## src/rtl/therm_adc_sampler.sv

```systemverilog
// Periodic SPI reader for a 12-bit thermistor ADC: frames a conversion every
// SAMPLE_PERIOD clocks and publishes the mean of 2^AVG_LOG2 conversions.
module therm_adc_sampler #(
    parameter int unsigned CLK_DIV       = 4,
    parameter int unsigned SAMPLE_PERIOD = 1000,
    parameter int unsigned AVG_LOG2      = 2
) (
    input  logic        clk,
    input  logic        rst_n,
    input  logic        enable,
    input  logic        adc_miso,
    output logic        adc_cs_n,
    output logic        adc_sclk,
    output logic [11:0] v_therm,
    output logic        v_valid,
    output logic        busy
);

    localparam int unsigned FRAME_LEN = 32 * CLK_DIV;
    localparam int unsigned PCNT_MAX  = (SAMPLE_PERIOD > FRAME_LEN + 1) ? SAMPLE_PERIOD : FRAME_LEN + 1;
    localparam int unsigned PW        = $clog2(PCNT_MAX + 1);
    localparam int unsigned DW        = $clog2(CLK_DIV);
    localparam int unsigned AW        = 12 + AVG_LOG2;
    localparam int unsigned CW        = AVG_LOG2 + 1;
    localparam logic [CW-1:0] CONV_LAST = CW'((1 << AVG_LOG2) - 1);

    typedef enum logic [2:0] {IDLE, WAIT, SETUP, SHIFT, HOLD} state_t;

    state_t          state, state_nxt;
    logic [DW-1:0]   div_cnt;
    logic            phase;
    logic [3:0]      bit_cnt;
    logic [PW-1:0]   period_cnt;
    logic [11:0]     shreg;
    logic [AW-1:0]   acc;
    logic [CW-1:0]   conv_cnt;
    logic            en_lost;
    logic            avg_ready;
    logic            div_done;
    logic            frame_start;
    logic            hold_exit;
    logic            in_frame;

    assign div_done    = (div_cnt == DW'(CLK_DIV - 1));
    assign in_frame    = (state == SETUP) || (state == SHIFT) || (state == HOLD);
    assign frame_start = (state_nxt == SETUP) && ((state == IDLE) || (state == WAIT));
    assign hold_exit   = (state == HOLD) && div_done;

    always_ff @(posedge clk or negedge rst_n) begin
        if (!rst_n) state <= IDLE;
        else        state <= state_nxt;
    end

    always_comb begin
        state_nxt = state;
        case (state)
            IDLE:    if (enable) state_nxt = SETUP;
            WAIT: begin
                if (!enable)                                 state_nxt = IDLE;
                else if (period_cnt >= PW'(SAMPLE_PERIOD))   state_nxt = SETUP;
            end
            SETUP:   if (div_done) state_nxt = SHIFT;
            SHIFT:   if (div_done && phase && (bit_cnt == 4'd14)) state_nxt = HOLD;
            HOLD:    if (div_done) state_nxt = (enable && !en_lost) ? WAIT : IDLE;
            default: state_nxt = IDLE;
        endcase
    end

    always_comb begin
        adc_cs_n = 1'b1;
        adc_sclk = 1'b0;
        case (state)
            SETUP, HOLD: adc_cs_n = 1'b0;
            SHIFT: begin
                adc_cs_n = 1'b0;
                adc_sclk = phase;
            end
            default: ;
        endcase
        busy = ~adc_cs_n;
    end

    // period_cnt holds the number of clks elapsed since the last adc_cs_n fall
    always_ff @(posedge clk or negedge rst_n) begin
        if (!rst_n) begin
            period_cnt <= '0;
            div_cnt    <= '0;
            phase      <= 1'b0;
            bit_cnt    <= '0;
            shreg      <= '0;
            en_lost    <= 1'b0;
        end else begin
            if (frame_start)                     period_cnt <= PW'(1);
            else if (period_cnt != PW'(PCNT_MAX)) period_cnt <= period_cnt + PW'(1);

            if (in_frame) div_cnt <= div_done ? '0 : div_cnt + DW'(1);
            else          div_cnt <= '0;

            if (state != SHIFT)  phase <= 1'b0;
            else if (div_done)   phase <= ~phase;

            if (state == SETUP)                          bit_cnt <= '0;
            else if ((state == SHIFT) && div_done && phase) bit_cnt <= bit_cnt + 4'd1;

            // 15 bits shift through a 12-bit register, so the 3 leading bits fall off
            if ((state == SHIFT) && div_done && !phase) shreg <= {shreg[10:0], adc_miso};

            if (frame_start)              en_lost <= 1'b0;
            else if (in_frame && !enable) en_lost <= 1'b1;
        end
    end

    always_ff @(posedge clk or negedge rst_n) begin
        if (!rst_n) begin
            acc       <= '0;
            conv_cnt  <= '0;
            avg_ready <= 1'b0;
            v_therm   <= '0;
            v_valid   <= 1'b0;
        end else begin
            v_valid <= avg_ready;
            if (avg_ready) v_therm <= 12'(acc >> AVG_LOG2);

            if (hold_exit) begin
                if (enable && !en_lost) begin
                    acc       <= acc + AW'(shreg);
                    conv_cnt  <= conv_cnt + CW'(1);
                    avg_ready <= (conv_cnt == CONV_LAST);
                end else begin
                    acc       <= '0;
                    conv_cnt  <= '0;
                    avg_ready <= 1'b0;
                end
            end else begin
                avg_ready <= 1'b0;
                if (avg_ready || ((state == WAIT) && !enable)) begin
                    acc      <= '0;
                    conv_cnt <= '0;
                end
            end
        end
    end

endmodule

```

## config.mk

```make
export PLATFORM = sky130hd
export DESIGN_NAME = therm_adc_sampler
export DESIGN_NICKNAME = d
export VERILOG_FILES = /design/src/rtl/therm_adc_sampler.sv
export SDC_FILE = /design/constraint.sdc
export NUM_CORES = 1
export LEC_CHECK = 0
export ABC_AREA = 1
export BUFFER_PORTS_ARGS = -buffer_cell sky130_fd_sc_hd__buf_2
export CAP_MARGIN = 0
export CORE_MARGIN = 1.5
export CORE_UTILIZATION = 40
export DETAILED_ROUTE_END_ITERATION = 10
export GPL_ROUTABILITY_DRIVEN = 0
export SLEW_MARGIN = 5
export SYNTH_ARGS = -nofsm -noshare
export SYNTH_HDL_FRONTEND = slang
export SYNTH_SLANG_ARGS = --single-unit
```

## constraint.sdc

```tcl
create_clock -name clk -period 3.5 [get_ports clk]
set_input_delay 0.7 -clock clk [delete_from_list [all_inputs] [get_ports clk]]
set_output_delay 0.7 -clock clk [all_outputs]
set_load 0.05 [all_outputs]
```

==> summary.md, run 1 <==
| Metric | Value |
|---|---|
| Antenna diode count | 0 |
| Dominant cells by area after synthesis | dfrtp_1 45%, nand2_1 14%, ha_1 6.7%, inv_1 6.5%, nor2_1 4.2% |
| # nets final | 490 |
| DRC Markers | 0 |
| Mapped cell area | 3560 um^2 |
| Yosys top cell area share | between 40% and 50% |
| Count of nets left with antenna violations after detail routing | 0 |
| Max-cap violations | 0 |
| Mapped Nets | approximately 470 |
| Asr flop ratio synth | 100% |
| Clock-pin slew of the registers on the worst-case setup and hold paths | ~80 ps |
| Vias in the first global route | roughly 2,800 |
| Setup Viol. Count Final | 0 |
| Run status | completed |
| Post-cts gate resize count | 0 |
| Starting Density | roughly two fifths |
| R2r startpoint | shreg[0] |
| Arrival time of the worst setup path | 1550 ps |
| Placement Rows | 34 |
| Share of final-layout standard cells stronger than drive strength 1 | 14.9% |
| Root buffer selected by CTS | clkbuf_8 |
| Overall routing resource usage | 16.8% |
| Number of instances in the synthesized netlist | roughly 440 |
| Achievable frequency | 444 MHz |
| Max transition margin | approximately 57% |
| Cell area power density | 363 nW/um^2 |
| Number of buffers inserted to repair setup after CTS | 0 |
| Most frequent cells after synthesis | 135 x nand2_1, 64 x dfrtp_1, 62 x inv_1 |
| Endpoint kind of the worst setup timing path | output port |
| First-pass GRT wire length | approximately 13 mm |
| Utilization after layout | around 46% |
| Leading area contributor after synthesis | dfrtp_1 |
| RSZ-0062 raised after global routing | no |
| Width of the chip | 97.4 um |
| Post-synth EDFFs | 0 |
| Maximum count of clock buffers along a single path | 2 |
| Depth of the most critical reg-to-reg path | 8 |
| Top-level port count | 20 |
| Finished Layout Cells | about 580 |
| Kind of start point of the critical path | flop |
| Critical setup path kind | flop to output port |
| Htree depth | 3 |
| Proportion of synthesized chip area in sequential cells | between 40 and 50% |
| Grt ovf | 0 |
| Maximum fanout along the worst path | 5 |
| Total CTS buffers | 9 |
| Hold WC Path Type | input pin to asynchronous set/reset pin |
| Most repeated cell in the gate-level netlist after synthesis | nand2_1 |
| Reg-to-reg slack, setup | between 1500 and 2000 ps |
| Antenna violations before repair | 0 |
| Placed insts | 563 |
| CTS tree | yes |
| Pre-Repair DR Iteration Count | 4 |
| Distinct cell type count of the synthesized netlist | 38 |
| Filler instances | 898 |
| Final setup skew | 9.55 ps |
| Total area of sequential cells | about 1600 um^2 |
| Vert. Die Dim | around 100 um |
| Slew at the pin with the worst max-slew slack | between 600 and 700 ps |
| Leakage dissipation | between 2 and 2.5 nW |
| Worst-Skew Late Latency | 350 ps |
| Reg-to-reg endpoint | acc[8] |
| Worst supply voltage drop on vdd | between 0.2 and 0.25 mV |
| Starting DRT DRC Count | slightly above 100 |
| Post-Syn Area per Cell | roughly 8.1 um^2 |
| Setup TNS after final layout | 0 ps |
| Detailed-route via count | between 2,000 and 3,000 |
| Seq cells post-synth | 64 |
| Area growth, synth to finish | 11.3% |
| Post-layout min period | ~2300 ps |
| Final Hold Fails | 0 |
| Core Footprint | between 8000 and 9000 um^2 |
| Number of hold-repair buffers added at the cts stage | 0 |
| Area used by multi-input combinational logic | 1650 um^2 |
| Largest net degree at the start of global routing | 39 |
| Commonest register cell after synthesis | dfrtp_1 |
| Final Cycle Share | around 64% |
| Hpwl dp | 5.22 mm |
| DR WL/cell | 12.3 um |
| Die ar. | about 9500 um^2 |
| PortBufs | 19 |
| Clock Sink Count | 64 |
| Number of warnings reported in the yosys synthesis log | 0 |
| Detailed-route vias per instance | between 4 and 5 |
| Detailed Route WL | 7.10 mm |
| Required time of the critical path | between 2000 and 3000 ps |
| Number of pins with negative max-slew slack in the final report | 0 |
==> flip-flops by register name, summed over array words and instances, names as in the netlist <==
name        cells
v_therm        12
phase           1
v_valid         1
conv_cnt        3
period_cnt     10
en_lost         1
div_cnt         2
shreg          12
state           3
acc            14
bit_cnt         4
avg_ready       1
==> layout make-up <==
| cell class | instances | area share [%] |
|---|---|---|
| clock buffers | 10 | 3.47 |
| flip-flops and latches | 64 | 40.4 |
| inverters | 68 | 6.47 |
| repair buffers | 20 | 2.90 |
| multi-input cells | 303 | 41.7 |
| clock inverters | 6 | 1.70 |
| well taps | 108 | 3.41 |
==> worst max-delay path: stages (launching register included) <==
cell     delay [ps]
dfrtp_1         430
inv_2            60
nor2_4          110
inv_2            80
nor2_8          140
nand2_1          90
inv_1            60
buf_2           250
==> logic make-up after synthesis <==
family          share of synthesized area, %
compound gates                          10.0
xor+xnor                                1.47
fa+ha+maj                               7.23
buf+inv                                 8.70
flops                                   44.9
simple gates                            27.7
==> layer usage <==
metal	up-vias	share of wire, %	track usage, %
met5	-	0	0
met4	0	1.4	5.49
met3	9	2.9	3.96
met2	32	48	28.0
met1	1289	48	21.5
li1	1448	-	-
==> worst max-delay path by stage <==
| stage | slack (ps) | cells past startpoint | from | to |
|---|---|---|---|---|
| after global placement | 1680 | 7 | state[1] | adc_sclk |
| after floorplan | 1360 | 4 | state[1] | adc_cs_n |
| after global routing | 1130 | 7 | state[1] | adc_sclk |
| after detailed placement | 1600 | 7 | state[1] | adc_sclk |
| after CTS | 1220 | 7 | state[1] | adc_sclk |
| final | 1250 | 7 | state[1] | adc_sclk |
==> metrics by stage <==
| step | power, W | setup WS [ps] | cell area (um^2) | hold slack, ps |
|---|---|---|---|---|
| after global routing | 0.00150 | 1130 | 3970 | 406 |
| after CTS | 0.00146 | 1220 | 3970 | 379 |
| after detailed placement | 0.000801 | 1600 | 3760 | 436 |
| after floorplan | 0.000776 | 1360 | 3560 | 404 |
| final | 0.00144 | 1250 | 3970 | 367 |
| after global placement | 0.000800 | 1680 | 3760 | 427 |
==> cell usage in the layout, fill, tap and decap left out, types with 5 or more instances in the layout <==
master / n
ha_1: 19
nand4_1: 6
o21ai_0: 20
inv_2: 5
a21oi_2: 7
a21oi_1: 11
nor2_1: 40
nand2_1: 135
dfrtp_1: 64
buf_2: 19
o21ai_2: 9
inv_1: 62
clkbuf_8: 10
nand3_1: 27
==> where the power goes <==
part            total, W  internal [W]  leakage, nW  switching (W)
sequential      0.000747      0.000743        0.838     0.00000367
clock           0.000654      0.000350       0.0989       0.000303
combinational  0.0000378     0.0000106         1.19      0.0000272
total            0.00144       0.00110         2.13       0.000334
(Power assumes the default switching activity.)
==> inputs of run 2 (changes only) <==
ABC_AREA = 0   (was 1)
clock period = 1.9 ns   (was 3.5 ns; I/O delays follow)
==> summary.md, run 2 <==
| Metric | Value |
|---|---|
| Asr flop ratio synth | 100% (unchanged) |
| Die ar. | 8700 um^2 (-8.3%) |
| Root buffer selected by CTS | clkbuf_8 |
| Register with the highest flop count | acc |
| Clock Sink Count | 64 (unchanged) |
| Pre-Repair DR Iteration Count | 4 (unchanged) |
| PortBufs | 19 (unchanged) |
| Met2 routed wirelength | 3.13 mm (-7.6%) |
| CTS tree | yes |
| Number of warnings reported in the yosys synthesis log | 0 (unchanged) |
| Critical setup path kind | flop to flop |
| Yosys top cell area share | 49.1% (+4.2 points) |
| Cell-by-cell listing of the critical path | ha_2 -> fa_2 -> a21oi_2 -> nand4b_1 -> a21boi_2 -> o2111a_1 -> or3_1 -> a32o_1 |
| Number of hold-repair buffers added at the cts stage | 0 (unchanged) |
| Maximum fanout along the worst path | 4 (-1) |
| Mapped cell area | 3260 um^2 (-8.6%) |
| Post-synth EDFFs | 0 (unchanged) |
| Max FFs per register | 14 (unchanged) |
| Violated checks | negative setup slack |
| Starting DRT DRC Count | 52 (-49%) |
| Post-Syn Area per Cell | 11.2 um^2 (+39%) |
| Max-cap violations | 0 (unchanged) |
| Endpoint kind of the worst setup timing path | flop |
| Final Hold Fails | 0 (unchanged) |
| Adder and majority cell fraction of the synthesized area | 7.91% (+0.68 points) |
| Finished Layout Cells | 474 (-18%) |
| Smallest hold slack | 41.8 ps (-326 ps) |
| Most common cell after layout, fill and taps aside | dfrtp_1 |
| Share of the synthesized area in compound gates (AO/OA/AOI/OAI) | 14.3% (+4.3 points) |
| Parity-gate share of the synthesized area counting xor and xnor cells | 4.30% (+2.8 points) |
| Hold WC Path Type | input pin to asynchronous set/reset pin |
| Detailed-route via count | 2,404 (-13%) |
| Antenna violations before repair | 0 (unchanged) |
| Highest layer used for signal routing | met4 |
| Most repeated cell in the gate-level netlist after synthesis | dfrtp_1 |
| Vias in the first global route | 2,404 (-14%) |
| Mux share of post-synthesis cell area | 8.64% (+8.6 points) |
| Number of pins with negative max-slew slack in the final report | 0 (unchanged) |
| Total CTS buffers | 9 (unchanged) |
| Cell area power density | 1040 nW/um^2 (+190%) |
| Antenna diode count | 0 (unchanged) |
| Total non-filler cell area in the finished layout | 4210 um^2 (+6.2%) |
| DRC Markers | 0 (unchanged) |
| DR WL/cell | 13.6 um (+11%) |
| Clock-pin slew of the registers on the worst-case setup and hold paths | 70 ps (about the same) |
| Number of instances in the synthesized netlist | 290 (-34%) |
| Hpwl dp | 4.44 mm (-15%) |
| Count of nets left with antenna violations after detail routing | 0 (unchanged) |
| Leakage dissipation | 2.10 nW (-1.5%) |
| Worst supply voltage drop on vdd | 0.625 mV (+190%) |
| Setup Viol. Count Final | 7 (+7) |
| Detailed Route WL | 6.45 mm (-9.2%) |
| Worst-case setup slack after placement | -359 ps (-1960 ps) |
| Overall routing resource usage | 16.4% (-0.35 points) |
| Achievable frequency | roughly 440 MHz |
| Most frequent cells after synthesis | 64 x dfrtp_1, 24 x mux2_2, 24 x nand2_1, 24 x nor2_1, 19 x ha_1 |
| Placed insts | 451 (-20%) |
| First-pass GRT wire length | 11.2 mm (-14%) |
| Htree depth | 3 (unchanged) |
| Vert. Die Dim | 93.3 um (-4.2%) |
| Critical path's largest stage delay | 380 ps (-50 ps) |
| Slew at the pin with the worst max-slew slack | 394 ps (-248 ps) |
| Utilization after layout | 54.0% (+8.3 points) |
| Final setup skew | 12.2 ps (+2.67 ps) |
| Placement Rows | 32 (-5.9%) |
| Worst Setup Slack, final | -359 ps (-1610 ps) |
| Total area of sequential cells | 1600 um^2 (unchanged) |
| CP max-delay cell | dfrtp_1 |
| Maximum count of clock buffers along a single path | 2 (unchanged) |
| Routed met3 length | 184 um (-11%) |
| Combinational family with the most area after synthesis | compound AO/OA/AOI/OAI gates |
| Top-level port count | 20 (unchanged) |
| Registers with the highest flip-flop counts | acc (14), shreg (12), v_therm (12) |
| Area growth, synth to finish | 29.3% |
| Leading area contributor after synthesis | dfrtp_1 |
| Max transition margin | 73.6% (+16 points) |
| Commonest register cell after synthesis | dfrtp_1 |
| Final Cycle Share | 119% |
| Length of routed wiring on met1 | 3.05 mm (-11%) |
| Width of the chip | 93.3 um (-4.2%) |
| Post-Synth Simple-Gate Area | 13.7% (-14 points) |
| Distinct cell type count of the synthesized netlist | 57 (+50%) |
| Dominant cells by area after synthesis | dfrtp_1 49%, mux2_2 8.3%, ha_1 7.3%, nand2_1 2.8%, nor2_1 2.8% |
| Share of final-layout standard cells stronger than drive strength 1 | 37.1% (+22 points) |
| Seq cells post-synth | 64 (unchanged) |
| Area used by multi-input combinational logic | 1700 um^2 (+2.8%) |
| Largest net degree at the start of global routing | 65 (+67%) |
| Mapped Nets | 314 (-32%) |
| RSZ-0062 raised after global routing | yes |
| Worst-Skew Late Latency | 340 ps (about the same) |
| Run status | finished with violations |
| Proportion of synthesized chip area in sequential cells | 49.1% (+4.2 points) |
| Cell area after placement | 3850 um^2 (+2.3%) |
| Starting Density | 41.7% (+0.67 points) |
| # nets final | 391 (-20%) |
| Grt ovf | 0 (unchanged) |
| Commonest cells after routing, fill and taps aside | 64 x dfrtp_1, 51 x buf_4, 24 x nand2_1, 24 x mux2_2, 23 x nor2_1 |
| Arrival time of the worst setup path | 2500 ps (+950 ps) |
| Detailed-route vias per instance | 5.07 (+5.7%) |
| Post-layout min period | 2260 ps |
| Filler instances | 710 (-21%) |
| Required time of the critical path | 2140 ps (-660 ps) |
| Core Footprint | 7810 um^2 (-10%) |
| Kind of start point of the critical path | flop |
run 2: cell count changes in the layout (fill, tap and decap cells not counted), sizes merged, moves of 5 or more:
cell,before,now
inv,68,6
nand3,29,9
nor2,44,24
nand2,137,24
mux2,0,25
o21ai,29,18
a21oi,18,9
xor2,3,10
buf,20,74
a21o,0,6
nand4,6,1
run 2: layout make-up:
cell class	count	share of cell area (%)
Multi-Input combinational cell	211	40.3
Sequential cell	64	38.0
Timing Repair Buffer	74	13.2
Clock buffer	11	3.36
Tap cell	102	3.03
Clock inverter	5	1.34
Inverter	7	0.713
run 2: power by group:
group          total [W]  internal (W)  switching (W)  leakage [nW]
combinational    0.00139      0.000715       0.000673          1.14
clock            0.00116      0.000639       0.000521        0.0993
sequential       0.00185       0.00162       0.000227         0.854
run 2: per-layer routing:
layer	global-route usage [%]	vias to the layer above
met5	0	-
met4	4.92	0
met3	5.45	9
met2	26.8	29
met1	20.5	1170
li1	-	1196
run 2: final timing paths:
kind | start | to | slack [ps] | cells after the start
max | shreg[0] | acc[10] | -360 | 8
max in group asynchronous | rst_n | v_therm[9] | 1580 | 2
max reg2reg | shreg[0] | acc[10] | -360 | 8
min in group clk | adc_miso | shreg[0] | 280 | 2
min reg2reg | div_cnt[0] | div_cnt[0] | 440 | 1
min | rst_n | v_therm[3] | 40 | 2
run 2: critical path: cells and delay by family, from the launching register on:
family | cells | cell delay (ps)
AOI/OAI and AO/OA | 4 | 730
adders and majority gates | 2 | 570
DFF | 1 | 380
and+or+nand+nor | 2 | 470
run 2: cells by family (layout without fill, tap and decap cells):
family,Yosys count,in the layout
XOR/XNOR,16,16
adder cells (fa/ha/maj),20,20
AND/OR/NAND/NOR,88,88
buffers and inverters,15,97
AO/OA/AOI/OAI,62,62
multiplexers,25,25
flip-flops,64,64
run 2: what timing repair did:
item	in CTS	in global routing
setup buffers	5	3
gates cloned	0	0
hold endpoints to repair	0	0
endpoints found under the setup margin	10	10
pin swaps	14	7
gates resized for setup	22	5
run 2: per-stage QoR:
stage          power, W  setup TNS [ps]
3_3_place_gp    0.00311           -1510
2_1_floorplan   0.00266            -716
3_5_place_dp    0.00314           -1710
6_report        0.00440           -1460
5_1_grt         0.00472           -2280
4_1_cts         0.00442           -1580
